File: config.mk
export PLATFORM = sky130hd
export DESIGN_NAME = cam_param
export DESIGN_NICKNAME = d
export VERILOG_FILES = /design/src/rtl/cam_pkg.sv /design/src/rtl/cam_prio_enc.sv /design/src/rtl/cam_param.sv
export SDC_FILE = /design/constraint.sdc
export NUM_CORES = 2
export LEC_CHECK = 0
export CAP_MARGIN = 0
export CORE_MARGIN = 10
export CORE_UTILIZATION = 40
export CTS_CLUSTER_SIZE = 28
export DETAILED_ROUTE_END_ITERATION = 16
export PLACE_DENSITY = 0.61
export SLEW_MARGIN = 20
export SYNTH_ARGS = -nofsm -noshare
export SYNTH_HDL_FRONTEND = slang
export SYNTH_SLANG_ARGS = --single-unit
File: constraint.sdc
create_clock -name clk_i -period 5.15 [get_ports clk_i]
set_input_delay 1.545 -clock clk_i [delete_from_list [all_inputs] [get_ports clk_i]]
set_output_delay 1.545 -clock clk_i [all_outputs]
set_load 0.01 [all_outputs]
File: src/rtl/cam_pkg.sv
// Shared defaults, bundle types and helpers for the parametrised CAM.
// Optional ternary search is enabled with CAM_TERNARY_EN.
package cam_pkg;

    localparam int CAM_DATA_W    = 32;
    localparam int CAM_DEPTH     = 32;
    localparam int CAM_IDX_W     = $clog2(CAM_DEPTH);
    localparam int CAM_MAX_DEPTH = 1024;

    typedef struct packed {
        logic                  enable;
        logic [CAM_IDX_W-1:0]  index;
        logic [CAM_DATA_W-1:0] data;
    } cam_req_t;

    typedef struct packed {
        logic                 valid;
        logic [CAM_IDX_W-1:0] index;
        logic                 multi;
    } cam_rsp_t;

    // Scans downwards so the last hit kept is the lowest index.
    function automatic int cam_lsb_idx(
        input logic [CAM_MAX_DEPTH-1:0] vec
    );
        int r;
        r = 0;
        for (int i = CAM_MAX_DEPTH - 1; i >= 0; i--) begin
            if (vec[i]) begin
                r = i;
            end
        end
        return r;
    endfunction

endpackage

File: src/rtl/cam_prio_enc.sv
// Match-vector priority encoder: any hit, lowest hit index, multi-hit.
// Purely combinational; outputs are registered by the caller.
module cam_prio_enc
    import cam_pkg::*;
#(
    parameter int DEPTH = CAM_DEPTH,
    parameter int IDX_W = $clog2(DEPTH)
) (
    input  logic [DEPTH-1:0] i_match,
    output logic             o_any,
    output logic [IDX_W-1:0] o_idx,
    output logic             o_multi
);

    assign o_any   = |i_match;
    assign o_idx   = IDX_W'(cam_lsb_idx(CAM_MAX_DEPTH'(i_match)));
    // Clearing the lowest set bit leaves something iff two or more hits.
    assign o_multi = |(i_match & (i_match - DEPTH'(1)));

endmodule

File: src/rtl/cam_param.sv
// Parametrised CAM with valid bits, invalidate, multi-match and occupancy.
// Define CAM_TERNARY_EN to add the search_mask_i don't-care port.
module cam_param
    import cam_pkg::*;
#(
    parameter int DATA_W = CAM_DATA_W,
    parameter int DEPTH  = CAM_DEPTH,
    parameter int IDX_W  = $clog2(DEPTH)
) (
    input  logic              clk_i,
    input  logic              rst_i,
    input  logic              read_enable_i,
    input  logic [IDX_W-1:0]  read_index_i,
    input  logic              write_enable_i,
    input  logic [IDX_W-1:0]  write_index_i,
    input  logic [DATA_W-1:0] write_data_i,
    input  logic              inval_enable_i,
    input  logic [IDX_W-1:0]  inval_index_i,
    input  logic              search_enable_i,
    input  logic [DATA_W-1:0] search_data_i,
`ifdef CAM_TERNARY_EN
    input  logic [DATA_W-1:0] search_mask_i,
`endif
    output logic              read_valid_o,
    output logic [DATA_W-1:0] read_value_o,
    output logic              search_valid_o,
    output logic [IDX_W-1:0]  search_index_o,
    output logic              search_multi_o,
    output logic [IDX_W:0]    count_o
);

    logic [DATA_W-1:0] r_data [DEPTH];
    logic [DEPTH-1:0]  r_valid;
    logic [DEPTH-1:0]  w_valid_nxt;
    logic [DEPTH-1:0]  w_match;
    logic [DATA_W-1:0] w_mask;
    logic              w_inc;
    logic              w_dec;
    logic              w_any;
    logic              w_multi;
    logic [IDX_W-1:0]  w_idx;

`ifdef CAM_TERNARY_EN
    assign w_mask = search_mask_i;
`else
    assign w_mask = '0;
`endif

    always_comb begin
        w_match = '0;
        for (int i = 0; i < DEPTH; i++) begin
            w_match[i] = r_valid[i] &&
                (((r_data[i] ^ search_data_i) & ~w_mask) == '0);
        end
    end

    cam_prio_enc #(
        .DEPTH (DEPTH),
        .IDX_W (IDX_W)
    ) u_enc (
        .i_match (w_match),
        .o_any   (w_any),
        .o_idx   (w_idx),
        .o_multi (w_multi)
    );

    // Invalidate first so a same-index write wins.
    always_comb begin
        w_valid_nxt = r_valid;
        if (inval_enable_i) begin
            w_valid_nxt[inval_index_i] = 1'b0;
        end
        if (write_enable_i) begin
            w_valid_nxt[write_index_i] = 1'b1;
        end
    end

    assign w_inc = write_enable_i && !r_valid[write_index_i];
    assign w_dec = inval_enable_i && r_valid[inval_index_i] &&
                   !(write_enable_i && (write_index_i == inval_index_i));

    always_ff @(posedge clk_i) begin
        if (write_enable_i) begin
            r_data[write_index_i] <= write_data_i;
        end
    end

    always_ff @(posedge clk_i or negedge rst_i) begin
        if (!rst_i) begin
            r_valid <= '0;
            count_o <= '0;
        end else begin
            r_valid <= w_valid_nxt;
            count_o <= count_o + (IDX_W+1)'(w_inc)
                               - (IDX_W+1)'(w_dec);
        end
    end

    always_ff @(posedge clk_i or negedge rst_i) begin
        if (!rst_i) begin
            read_valid_o <= 1'b0;
            read_value_o <= '0;
        end else if (read_enable_i) begin
            read_valid_o <= r_valid[read_index_i];
            read_value_o <= r_valid[read_index_i] ?
                            r_data[read_index_i] : '0;
        end else begin
            read_valid_o <= 1'b0;
        end
    end

    always_ff @(posedge clk_i or negedge rst_i) begin
        if (!rst_i) begin
            search_valid_o <= 1'b0;
            search_index_o <= '0;
            search_multi_o <= 1'b0;
        end else if (search_enable_i) begin
            search_valid_o <= w_any;
            search_index_o <= w_idx;
            search_multi_o <= w_multi;
        end else begin
            search_valid_o <= 1'b0;
            search_multi_o <= 1'b0;
        end
    end

endmodule

==> summary.md <==
| Metric | Value |
|---|---|
| Area of the multi-input gates | around 24000 sq um |
| Initial antenna violation count | 50 |
| GPL Wtd Cong | about 1.0 |
| Worst VDD drop | roughly 270 uV |
| TritonCTS Buffers | 132 |
| Largest net degree at the start of global routing | 59 |
| Power per cell area | between 300 and 400 nW/um^2 |
| Via count | just over 40000 |
| Critical-path cell list | buf_2, buf_4, xor2_1, nor4_1, nand4_1, or4_1, o21ai_0, a21oi_1, o21ai_0, buf_4, o2111ai_1, a221o_1, a21oi_1 |
| Die area | between 150000 and 200000 sq um |
| Ports | roughly 130 |
| Least-Margin Pin Slew | approximately 1.2 ns |
| Critical path peak fanout | 6 |
| Post-synth top area share | 0.535 |
| GRT overflow | 0 |
| Yosys reg bits | 1102 |
| P&R area growth vs syn | 16.4% |
| Starting Density | 0.401 |
| CTS root buffer | clkbuf_16 |
| Resized cells post-CTS | 0 |
| R2R cell count | 13 |
| Synth cell types | just under 80 |
| Routed Antenna Nets | 0 |
| H-tree levels | 4 |
| Die extent in x | 399 um |
| DR iter-0 viols | roughly 7500 |
| Minimum clock period | 4.42 ns |
| Final setup vio count | 0 |
| CORE AREA | roughly 140000 sq um |
| Filler Cell Count | around 13000 |
| Slew headroom | 0.186 |
| Clock Latency Late Sink | ~0.80 ns |
| Top post-synthesis cells by area | edfxtp_1, mux4_2, xor2_1, xnor2_1, dfrtp_1 |
| Pleak | 0.0219 uW |
| Syn Nets | approximately 4000 |
| Residual DRC | 0 |
| Worst setup EP type | register |
| Final WL | approximately 260000 um |
| Total power | ~23000 uW |
| Register area | ~33000 sq um |
| Top_reg_cell synth | edfxtp_1 |
| Final period utilization | 0.858 |
| Cts hold-fix bufs | 0 |
| Worst min path class | reg2reg |
| Layout cells sized above 1 | 0.219 |
| CP Data Required Time | between 5 and 6 ns |
| Worst Setup SP | search_data_i[18] |
| Reg-to-reg setup timing slack | ~1.6 ns |
| Global-route wire length before repair | about 350000 um |
| Core Rows | ~140 |
| Leading area contributor after synthesis | edfxtp_1 |
| Max cap viols | 0 |
| Post-synthesis average cell area | approximately 15 sq um |
| Crit path to | search_index_o[0] |
| Post CTS Setup Buffer Count | 0 |
| Synthesized cell area | roughly 58000 sq um |
| Synth Warn # | 0 |
| Final setup skew | between 0.02 and 0.03 ns |
| Setup TNS | 0 ns |
| CTS tree | yes |
| Slowest-stage cell, CP | buf_2 |
| Post-DP HPWL | between 150000 and 200000 um |
| Vias/cell | about 6.6 |
| Die height | approximately 400 um |
| Cells after Synth | around 3900 |
| Tot GR Track Use | 0.325 |
| Max Clk Rate | 226 MHz |
| Worst r2r src | r_valid[31] |
| Max incr delay on CP | 0.57 ns |
| CTS sink cnt | between 1000 and 1500 |
| Clock edge transition at the registers on the reported setup and hold paths | 0.06 ns |
| DR WL/cell | between 40 and 50 um |
| Unrepaired setup endpoints after global routing | false |
| PortBufs | 130 |
| Clock Tree Buf Depth | 3 |
| Fin Hold WS | about 0.53 ns |
| Outcome | complete, no violations |
| Worst endpoint data arrival time | roughly 5 ns |
| Vias in the first global route | about 38000 |
| Most frequent cells in the layout | edfxtp_1, xor2_1, mux4_2 |
| Ys async rst share | 0.0708 |
| Kind of critical path | in2reg |
| Drt pass-1 iters | 8 |
| Worst Setup Start Kind | input pin |
| Number of flops mapped to enable cells by yosys | around 1000 |
| Commonest non-fill, non-tap cell in the layout | edfxtp_1 |
| Hold Fails Final Rpt | 0 |
| Pins Over Slew Limit | 0 |
| Final net count | about 4300 |
| Reg2reg end | count_o[4] |
| Seq/Total Area, Yosys | 0.568 |
==> power by group <==
| part | switching (uW) | internal, uW |
|---|---|---|
| registers | 381 | 10000 |
| logic | 2100 | 1190 |
| clock network | 4020 | 5200 |
| total | 6500 | 16400 |
==> sequential cells by signal (all words and copies together) (netlist names) <==
signal / cells
read_valid_o: 1
search_multi_o: 1
count_o: 6
read_value_o: 32
r_data: 1024
search_index_o: 5
search_valid_o: 1
r_valid: 32
==> metal layers <==
layer	wire length [um]	global-route usage	up-vias
li1	-	-	15713
met1	102000	0.453	21407
met2	112000	0.466	3341
met3	37100	0.107	569
met4	12300	0.129	38
met5	244	0	-
==> Yosys cell counts, types with 6 or more instances <==
master	number
edfxtp_1	1024
xor2_1	692
mux4_2	347
xnor2_1	331
nor4_1	275
nand4_1	149
buf_2	94
nand2_1	85
dfrtp_1	78
o21ai_0	78
nor2_1	72
clkbuf_1	71
inv_1	68
nor3_1	67
nand3_1	60
buf_1	41
o22ai_1	37
mux2i_1	32
or4_1	29
buf_4	22
nand4b_1	19
a21oi_1	18
nand2b_1	17
nor4b_1	17
nor2b_1	14
or3b_2	11
nand3b_1	9
and3_1	8
or3_1	8
ha_1	6
nor3b_1	6
or2_2	6
==> cell families (layout without fill, tap and decap cells) <==
group / after synthesis / count (layout) / synth area share
AO/OA/AOI/OAI: 181 / 181 / 0.0194
XOR/XNOR: 1023 / 1023 / 0.156
adder cells (fa/ha/maj): 9 / 9 / 0.00202
buffers and inverters: 297 / 710 / 0.0230
flip-flops: 1102 / 1102 / 0.568
multiplexers: 380 / 380 / 0.142
other: 0 / 5 / 0
AND/OR/NAND/NOR: 873 / 873 / 0.0897
==> worst max-delay path: cells and delay by family <==
family	cells	cell delay, ns
AO/OA/AOI/OAI	6	1.29
buffers and inverters	3	1.08
AND/OR/NAND/NOR	3	1.06
XOR/XNOR	1	0.15
==> per-stage QoR <==
stage / instance area [sq um] / util / std cells / setup slack [ns]
detailed placement: 62700 / 0.438 / 5937 / 0.123
global route: 66900 / 0.467 / 6181 / 0.732
global placement: 62700 / 0.438 / 5937 / 0.0563
floorplan: 57500 / - / 3865 / 0.572
CTS: 66900 / 0.467 / 6179 / 0.946
finish: 66900 / 0.467 / 6186 / 0.732
==> area by class of cell <==
type,instances,area share
timing repair buffer,400,0.0550
clock buffer,169,0.0535
sequential,1102,0.489
multi-input combinational,2466,0.355
antenna,5,0.000187
tap,1903,0.0356
inverter,68,0.00381
clock inverter,73,0.00873
==> worst min-delay path by stage <==
stage                                 from          endpoint  depth (start not counted)
after CTS                 read_value_o[11]  read_value_o[11]                          2
after floorplan                 r_valid[2]        r_valid[2]                          2
after global routing      read_value_o[18]  read_value_o[18]                          2
final                     read_value_o[11]  read_value_o[11]                          2
after global placement    read_value_o[22]  read_value_o[22]                          2
after detailed placement  read_value_o[11]  read_value_o[11]                          2
Power figures use the tool's default switching activity.
